$ cat src/rtl/piezo_echo_capture.sv
// piezo_echo_capture: qualifies synchronized piezo echoes, timestamps
// them into a small FIFO and exposes control/status over Avalon-MM.
module piezo_echo_capture #(
  parameter int MIN_HIGH = 3,
  parameter int HOLDOFF  = 16,
  parameter int DEPTH    = 4
) (
  input  logic        iCLK,
  input  logic        iRESETn,
  input  logic        iPIEZO_IN,
  input  logic [31:0] iTIME,
  input  logic        iTX_ENABLE,
  input  logic [1:0]  iADDRESS,
  input  logic        iREAD,
  input  logic        iWRITE,
  input  logic [31:0] iWRITEDATA,
  output logic [31:0] oREADDATA,
  output logic        oREADDATAVALID,
  output logic        oIRQ
);
  localparam int AW = (DEPTH > 1) ? $clog2(DEPTH) : 1;
  localparam int CW = $clog2(DEPTH) + 1;
  localparam logic [AW-1:0] LAST_PTR = AW'(DEPTH - 1);
  localparam logic [CW-1:0] FULL_CNT = CW'(DEPTH);
  localparam logic [3:0] RUN_LAST = 4'(MIN_HIGH - 1);
  localparam logic [7:0] HOLD_LAST = 8'(HOLDOFF - 1);

  typedef enum logic [1:0] {
    S_IDLE    = 2'd0,
    S_ARMED   = 2'd1,
    S_QUALIFY = 2'd2,
    S_HOLD    = 2'd3
  } state_t;

  state_t state, stateNxt;
  logic pzMeta, pzSync;
  logic [3:0] runCnt, runNxt;
  logic [7:0] holdCnt, holdNxt;
  logic [31:0] tmoCnt, tmoNxt;
  logic [31:0] timeoutReg, cand;
  logic contMode, irqEn, ovfFlag, tmoFlag;
  logic capture, tmoHit, latchCand;
  logic [31:0] mem [DEPTH];
  logic [AW-1:0] rdPtr, wrPtr;
  logic [CW-1:0] count;
  logic ctrlWr, tmoWr, clrReq, live, tmoDue;
  logic push, pop, doWrite, full;
  logic [31:0] pushData, status;

  assign ctrlWr  = iWRITE && (iADDRESS == 2'd0);
  assign tmoWr   = iWRITE && (iADDRESS == 2'd2);
  assign clrReq  = ctrlWr && iWRITEDATA[1];
  assign live    = pzSync && !iTX_ENABLE;
  assign tmoDue  = (timeoutReg != '0)
                && (tmoCnt >= timeoutReg - 32'd1);
  assign full    = (count == FULL_CNT);
  assign pop     = iREAD && (iADDRESS == 2'd1) && (count != '0);
  assign push    = capture && !clrReq;
  assign doWrite = push && (!full || pop);
  // With MIN_HIGH=1 the capture happens in ARMED, before cand is loaded
  assign pushData = (state == S_ARMED) ? iTIME : cand;
  assign status  = {18'd0, contMode, irqEn, 8'(count),
                    tmoFlag, ovfFlag, 2'(state)};
  assign oIRQ    = irqEn && (count != '0);

  // two-flop synchronizer for the asynchronous comparator output
  always_ff @(posedge iCLK or negedge iRESETn) begin
    if (!iRESETn) begin
      pzMeta <= 1'b0;
      pzSync <= 1'b0;
    end else begin
      pzMeta <= iPIEZO_IN;
      pzSync <= pzMeta;
    end
  end

  // state, qualification run, holdoff and timeout counters
  always_ff @(posedge iCLK or negedge iRESETn) begin
    if (!iRESETn) begin
      state   <= S_IDLE;
      runCnt  <= '0;
      holdCnt <= '0;
      tmoCnt  <= '0;
      cand    <= '0;
    end else begin
      state   <= stateNxt;
      runCnt  <= runNxt;
      holdCnt <= holdNxt;
      tmoCnt  <= tmoNxt;
      if (latchCand) cand <= iTIME;
    end
  end

  // next state: forced idle, capture, timeout, then run tracking
  always_comb begin
    stateNxt  = state;
    runNxt    = runCnt;
    holdNxt   = holdCnt;
    tmoNxt    = tmoCnt;
    capture   = 1'b0;
    tmoHit    = 1'b0;
    latchCand = 1'b0;
    if (ctrlWr && !iWRITEDATA[0]) begin
      stateNxt = S_IDLE;
    end else begin
      unique case (state)
        S_IDLE: begin
          if (ctrlWr) begin
            stateNxt = S_ARMED;
            runNxt   = '0;
            tmoNxt   = '0;
          end
        end
        S_ARMED, S_QUALIFY: begin
          if (live && (runCnt == RUN_LAST)) begin
            stateNxt = S_HOLD;
            capture  = 1'b1;
            runNxt   = '0;
            holdNxt  = '0;
            tmoNxt   = '0;
          end else if (tmoDue) begin
            stateNxt = S_IDLE;
            tmoHit   = 1'b1;
            runNxt   = '0;
          end else if (live) begin
            stateNxt  = S_QUALIFY;
            latchCand = (state == S_ARMED);
            runNxt    = runCnt + 4'd1;
            tmoNxt    = tmoCnt + 32'd1;
          end else begin
            stateNxt = S_ARMED;
            runNxt   = '0;
            tmoNxt   = tmoCnt + 32'd1;
          end
        end
        S_HOLD: begin
          if (holdCnt == HOLD_LAST) begin
            stateNxt = contMode ? S_ARMED : S_IDLE;
          end else begin
            holdNxt = holdCnt + 8'd1;
          end
        end
      endcase
    end
  end

  // FIFO pointers and occupancy; a clear flushes everything
  always_ff @(posedge iCLK or negedge iRESETn) begin
    if (!iRESETn) begin
      rdPtr <= '0;
      wrPtr <= '0;
      count <= '0;
    end else if (clrReq) begin
      rdPtr <= '0;
      wrPtr <= '0;
      count <= '0;
    end else begin
      if (doWrite) wrPtr <= (wrPtr == LAST_PTR) ? '0 : wrPtr + AW'(1);
      if (pop) rdPtr <= (rdPtr == LAST_PTR) ? '0 : rdPtr + AW'(1);
      count <= count + CW'(doWrite) - CW'(pop);
    end
  end

  // timestamp storage
  always_ff @(posedge iCLK) begin
    if (doWrite) mem[wrPtr] <= pushData;
  end

  // control bits, timeout limit and sticky flags
  always_ff @(posedge iCLK or negedge iRESETn) begin
    if (!iRESETn) begin
      contMode   <= 1'b0;
      irqEn      <= 1'b0;
      ovfFlag    <= 1'b0;
      tmoFlag    <= 1'b0;
      timeoutReg <= '0;
    end else begin
      if (ctrlWr) begin
        contMode <= iWRITEDATA[2];
        irqEn    <= iWRITEDATA[3];
      end
      if (tmoWr) timeoutReg <= iWRITEDATA;
      if (clrReq) begin
        ovfFlag <= 1'b0;
        tmoFlag <= 1'b0;
      end else begin
        if (push && full && !pop) ovfFlag <= 1'b1;
        if (tmoHit) tmoFlag <= 1'b1;
      end
    end
  end

  // registered read port, data held between reads
  always_ff @(posedge iCLK or negedge iRESETn) begin
    if (!iRESETn) begin
      oREADDATA      <= '0;
      oREADDATAVALID <= 1'b0;
    end else begin
      oREADDATAVALID <= iREAD;
      if (iREAD) begin
        unique case (iADDRESS)
          2'd0: oREADDATA <= status;
          2'd1: oREADDATA <= (count != '0) ? mem[rdPtr] : '1;
          2'd2: oREADDATA <= timeoutReg;
          2'd3: oREADDATA <= iTIME;
        endcase
      end
    end
  end
endmodule

$ cat config.mk
export PLATFORM = sky130hd
export DESIGN_NAME = piezo_echo_capture
export DESIGN_NICKNAME = d
export VERILOG_FILES = /design/src/rtl/piezo_echo_capture.sv
export SDC_FILE = /design/constraint.sdc
export NUM_CORES = 1
export LEC_CHECK = 0
export BUFFER_PORTS_ARGS = -buffer_cell sky130_fd_sc_hd__buf_4
export CAP_MARGIN = 15
export CORE_ASPECT_RATIO = 1.4
export CORE_MARGIN = 2
export CORE_UTILIZATION = 42
export CTS_CLUSTER_SIZE = 24
export DETAILED_ROUTE_END_ITERATION = 10
export PLACE_DENSITY_LB_ADDON = 0.12
export SLEW_MARGIN = 10
export SYNTH_ARGS = -nofsm -noshare
export SYNTH_HDL_FRONTEND = slang
export SYNTH_SLANG_ARGS = --single-unit
$ cat constraint.sdc
create_clock -name iCLK -period 9.95 [get_ports iCLK]
set_input_delay 1.4925 -clock iCLK [delete_from_list [all_inputs] [get_ports iCLK]]
set_output_delay 1.4925 -clock iCLK [all_outputs]
set_load 0.05 [all_outputs]
======== Word level (Yosys, flattened, before mapping) ========
Memories as Yosys holds them, arrays and structs flattened.
Cells that the tools add are included.
W data, S select, Z words.
storage, ports and cells
  register bits ........................... 156
  RAM bits ................................ 128
  input bits .............................. 72
  output and inout bits ................... 34
  logic and storage cells ................. 128
  memories kept ........................... 1
operators by class
  $add $sub $neg .......................... 8
  $lt $le $gt $ge ......................... 1
  eq/ne operators ......................... 17
  mux-type cells .......................... 48
  bitwise logic cells ..................... 1
  reduce and logical (&&, ||, !) cells .... 35
memories
  name  depth  bits a word  rd ports  clocked after Yosys merged registers in  write ports  line  RTL
  mem   4      32           1         0                                        1            43    logic [31:0] mem [DEPTH];
operator list
  cell                     count
  $mux W32                 5
  $pmux W32 S4             1
  $pmux W32 S2             1
  $add A32 B1 Y32 const B  1
  $ge A32 B32 Y1           1
  $reduce_bool A32 Y1      1
  $sub A32 B1 Y32 const B  1
  $mux W2                  12
  $mux W1                  19
  $mux W4                  4
  $mux W8                  2
  $pmux W8 S2              1
  $logic_and A1 B1 Y1      14
  $eq A2 B2 Y1 const B     6
  $reduce_bool A2 Y1       6
  $ne A3 B3 Y1 const B     3
  $add A8 B1 Y8 const B    1
  $eq A8 B4 Y1 const B     1
  $pmux W4 S2              1
  $reduce_and A4 Y1        2
  $ne A2 B2 Y1 const B     3
  $pmux W2 S3              1
  $logic_not A1 Y1         5
  $add A2 B1 Y2 const B    2
  14 further kinds         16

======== Depth between registers and ports, before layout ========
  word-level depth ........................ 11
  gate-level depth with buffers ........... 19
  depth with buffers taken out ............ 17

======== Worst setup path after synthesis ========
OpenSTA, ideal clock, no wires.
  path type ............................... register -> register
  start point ............................. register timeoutReg[3]
  end point ............................... register tmoCnt[3]
  arrival time ............................ 4,601 ps
  data required time ...................... 9,830 ps
  slack ................................... 5,229 ps
  cell stages (with the launch flop) ...... 16
  path buffers ............................ 2
  cells stage by stage .................... dfrtp_1 > or3_1 > nor3_1 > nand2_1 > or2_1 > or3_1 > nor4_1 > xnor2_1 > ha_1 > nand4_1 > or4b_2 > a2111oi_0 > buf_2 > nor3_1 > buf_2 > a31o_2
between the ends
  cells in the longest elaborated chain, start to end .. 5
  elaborated cells on any way between the ends .. 6
  those cells by class .................... 1 x add/sub; 1 x order compare; 1 x eq/ne; 3 x reduce/logical
ends and longest elaborated chain
  what                             line  RTL
  from (decl)                      40    logic [31:0] timeoutReg, cand;
  from (signal assigned)           182   if (tmoWr) timeoutReg <= iWRITEDATA;
  $sub A32 B1 Y32                  55    && (tmoCnt >= timeoutReg - 32'd1);
  $ge A32 B32 Y1                   55
  $logic_and A1 B1 Y1 (*)          55
  $ne A3 B3 Y1 (no line) (*)       -
  $reduce_and A4 Y1 (no line) (*)  -
  to (signal assigned)             89    tmoCnt <= tmoNxt;
  to (decl)                        39    logic [31:0] tmoCnt, tmoNxt;
Mark *: on every way between the ends. The rest lies on a longest branch, timed or not.
A chain may end at the register's enable or synchronous reset.

======== Worst setup path in the final report ========
  start point ............................. register timeoutReg[3]
  end point ............................... register tmoCnt[9]
The elaborated chain is that of the path after synthesis.

==> impl_results.md <==
* Worst R2R Path Depth at 14
* Layout area overhead at 15.7%
* Met2 WL post-DR at 18000 um
* Count of input and output buffers at 105
* Setup TNS at 0 ns
* Multi-input logic area at 0.00596 mm2
* P_leak at 0.00642 uW
* Std-Cell Rows at 79
* Async S/R FF share, synth at 0.549
* Max Root-Sink Buffers at 3
* Worst path slowest cell: a2111oi_2
* Maximum VDD drop at 163 uV
* Vias post-DR at 9261
* Top-Level Pins at 106
* Crit path from: timeoutReg[3]$_DFFE_PN0P_
* GPL Wtd Cong at 0.849
* Util after Layout at 0.490
* Tot GR Track Use at 0.208
* Post-cts sizing count at 0
* Drc violations at 0
* Highest routed metal layer: met4
* Critical path type: register to register
* Vias in the first global route at 9431
* DR iter-0 viols at 547
* WL met1 at 15500 um
* Htree depth at 1
* Outcome: finished clean
* Post-synth EDFFs at 128
* Slew Limit Fails at 0
* Unique masters post-synth at 66
* Cell area after synthesis at 0.0140 mm2
* # fillers at 2963
* Rel. slew slack at 0.239
* Hold Crit Class: register to register
* Pin count of the biggest net entering global routing at 68
* Clk slew on worst S/H paths at 0.06 ns
* Clock sinks at 284
* CTS tree: done
* Register Area at 0.00775 mm2
* Syn Nets at 1248
* Most used DFF post-synth: dfrtp_1
* Layout cells sized above 1 at 0.249
* Max-cap violations at 0
* Crit-path cells: or3_1 -> nor3_1 -> nand2_1 -> or2_1 -> or3_1 -> nor4_1 -> xnor2_1 -> ha_1 -> nand4_1 -> or4b_2 -> a2111oi_2 -> or2_1 -> o21ai_0 -> a21oi_1
* First-pass GRT wire length at 55000 um
* CORE AREA at 0.0331 mm2
* Worst R2R End: tmoCnt[9]$_DFFE_PN0P_
* Drt first pass iters at 5
* Hold buffers post-CTS at 0
* R2r startpoint: timeoutReg[3]$_DFFE_PN0P_
* Seq/Total Area, Yosys at 0.552
* Design Area, Final at 0.0162 mm2
* PwrDens at 234 mW/mm2
* Setup crit end: tmoCnt[9]$_DFFE_PN0P_
* Via density at 5.47
* Die Y-Extent at 220 um
* Die area at 0.0349 mm2
* Req. time, crit path at 10.44 ns
* Root Buffer: clkbuf_16
* Yosys reg bits at 284
* Worst-Margin Slew at 1.14 ns
* Reg-to-reg slack, setup at 3.88 ns
* Final period util at 0.610
* Critical path launch point type: register
* Die width at 158 um
* Clk Latency, worst-skew pair at 0.58 ns
* Initial antenna violation count at 1
* Gate Count Post-Synth at 1125
* Crit-path max FO at 27
* RSZ-0062 raised after global routing: false
* Worst Setup End Kind: register
* YS warnings at 0
* Post-CTS Setup Bufs at 0
* Initial core utilization at 0.424
* Final HPWL DP at 24400 um
* Num CTS Buffers at 30
* Nets at 1346
* Final hold vios at 0
* Final wirelength at 35500 um
* Period minus WS final at 6.07 ns
* Area after DPL at 0.0153 mm2
* Met3 WL at 1150 um
* Final setup fails at 0
* Drt wl/cell at 21.0 um
* Syn Area/Cell at 12.5 um2
* Detail Route Antenna Nets at 0
* Worst Path Arrival at 6.56 ns
* Setup Skew at 0.0272 ns
* Global route overflow at 0
* Maximum clock frequency at 0.165 GHz
* Worst path max stage delay at 0.97 ns
[how the worst min path moves through the flow]
stage               slack (ns)             start  cells after the start                to
global route              0.38  pzMeta$_DFF_PN0_                      0  pzSync$_DFF_PN0_
floorplan                 0.33  pzMeta$_DFF_PN0_                      0  pzSync$_DFF_PN0_
detailed placement        0.36  pzMeta$_DFF_PN0_                      0  pzSync$_DFF_PN0_
finish                    0.37  pzMeta$_DFF_PN0_                      0  pzSync$_DFF_PN0_
global placement          0.36  pzMeta$_DFF_PN0_                      0  pzSync$_DFF_PN0_
CTS                       0.38  pzMeta$_DFF_PN0_                      0  pzSync$_DFF_PN0_
[per-layer routing]
| layer | vias to the layer above | GRT usage |
|---|---|---|
| met4 | 0 | 0.0577 |
| met3 | 49 | 0.0231 |
| met5 | - | 0 |
| li1 | 4399 | - |
| met1 | 4661 | 0.276 |
| met2 | 152 | 0.363 |
[layout by cell type (no fill, tap or decap), types with 11 or more instances in the layout]
master,n
dfrtp_1,155
mux2_2,91
a21oi_1,89
xor2_1,15
inv_1,28
mux4_2,32
o211ai_1,11
nand4_1,20
ha_1,49
or3_1,17
o21ai_0,51
nor2_1,104
mux2i_1,13
edfxtp_1,128
mux2_1,30
nor3_1,23
nand2_1,41
xnor2_1,32
clkbuf_16,30
buf_4,120
nand3_1,24
[flip-flops by register name, summed over array words and instances (netlist names), 3 cells and up]
register	flops
tmoCnt	32
oREADDATA	32
cand	32
count	3
mem	128
timeoutReg	32
runCnt	4
holdCnt	8
[report_power, final]
| group | internal, uW | switching, uW | leakage (uW) |
|---|---|---|---|
| logic | 468 | 664 | 0.00284 |
| clock network | 602 | 477 | 0.000471 |
| registers | 1460 | 133 | 0.00311 |
| total | 2530 | 1270 | 0.00642 |
[Yosys cell counts, drive strengths merged, types with 2 or more instances]
library cell,n,area share
a221o,2,0.0014
or2,5,0.0022
or4,11,0.0062
o21ai,51,0.018
clkbuf,39,0.011
nor3b,2,0.0011
o41ai,2,0.0012
and2,8,0.0036
nor2,104,0.028
mux2i,13,0.0093
edfxtp,128,0.27
or3b,2,0.0012
nand2b,6,0.0027
nor4b,2,0.0012
a31o,2,0.0012
a21oi,89,0.032
xnor2,32,0.020
o31ai,5,0.0027
and3,10,0.0045
xor2,15,0.0094
mux2,121,0.097
a211oi,4,0.0025
mux4,32,0.051
ha,50,0.045
or3,17,0.0076
a22o,4,0.0025
nor3,24,0.0086
nand3b,2,0.0011
a31oi,3,0.0013
o2111ai,2,0.0012
nor4,11,0.0079
nand3,24,0.0086
nand4,20,0.0089
o211ai,11,0.0059
buf,17,0.0058
and4,5,0.0031
a2111oi,2,0.0012
nor2b,7,0.0031
inv,28,0.0075
nand2,41,0.011
dfrtp,156,0.28
[cell families (layout without fill, tap and decap cells)]
kind of cell,Yosys count,count (layout),share of synthesized area
adders and majority gates,51,51,0.0460
xor gates and xnor gates,47,47,0.0293
muxes,166,166,0.158
other,0,1,0
buffers and inverters,84,206,0.0238
AOI/OAI and AO/OA,190,190,0.0793
DFF,284,284,0.552
and+or+nand+nor,303,303,0.112
[stage by stage]
step                instances  total power [uW]  hold slack [ns]  worst slack (ns)
global route             1693              4010            0.383              3.43
detailed placement       1635              2760            0.362              3.86
global placement         1635              2740            0.362              3.99
floorplan                1125              2400            0.331              5.23
finish                   1693              3810            0.365              3.88
CTS                      1691              3850            0.376              3.85
[worst max-delay path: cells and delay by family, from the launching register on]
kind / cells / cell delay, ns
compound gates: 3 / 1.31
xor+xnor: 1 / 0.11
fa+ha+maj: 1 / 0.32
flops: 1 / 0.42
simple gates: 9 / 3.81
[layout make-up]
type	instances	area share
antenna	1	0.000154
clock buffer	37	0.0497
clock inverter	19	0.00863
inverter	28	0.00647
multi-input combinational	757	0.367
sequential	284	0.477
tap	445	0.0343
timing repair buffer	122	0.0565
Note: power is estimated with default switching activity, not from simulation.
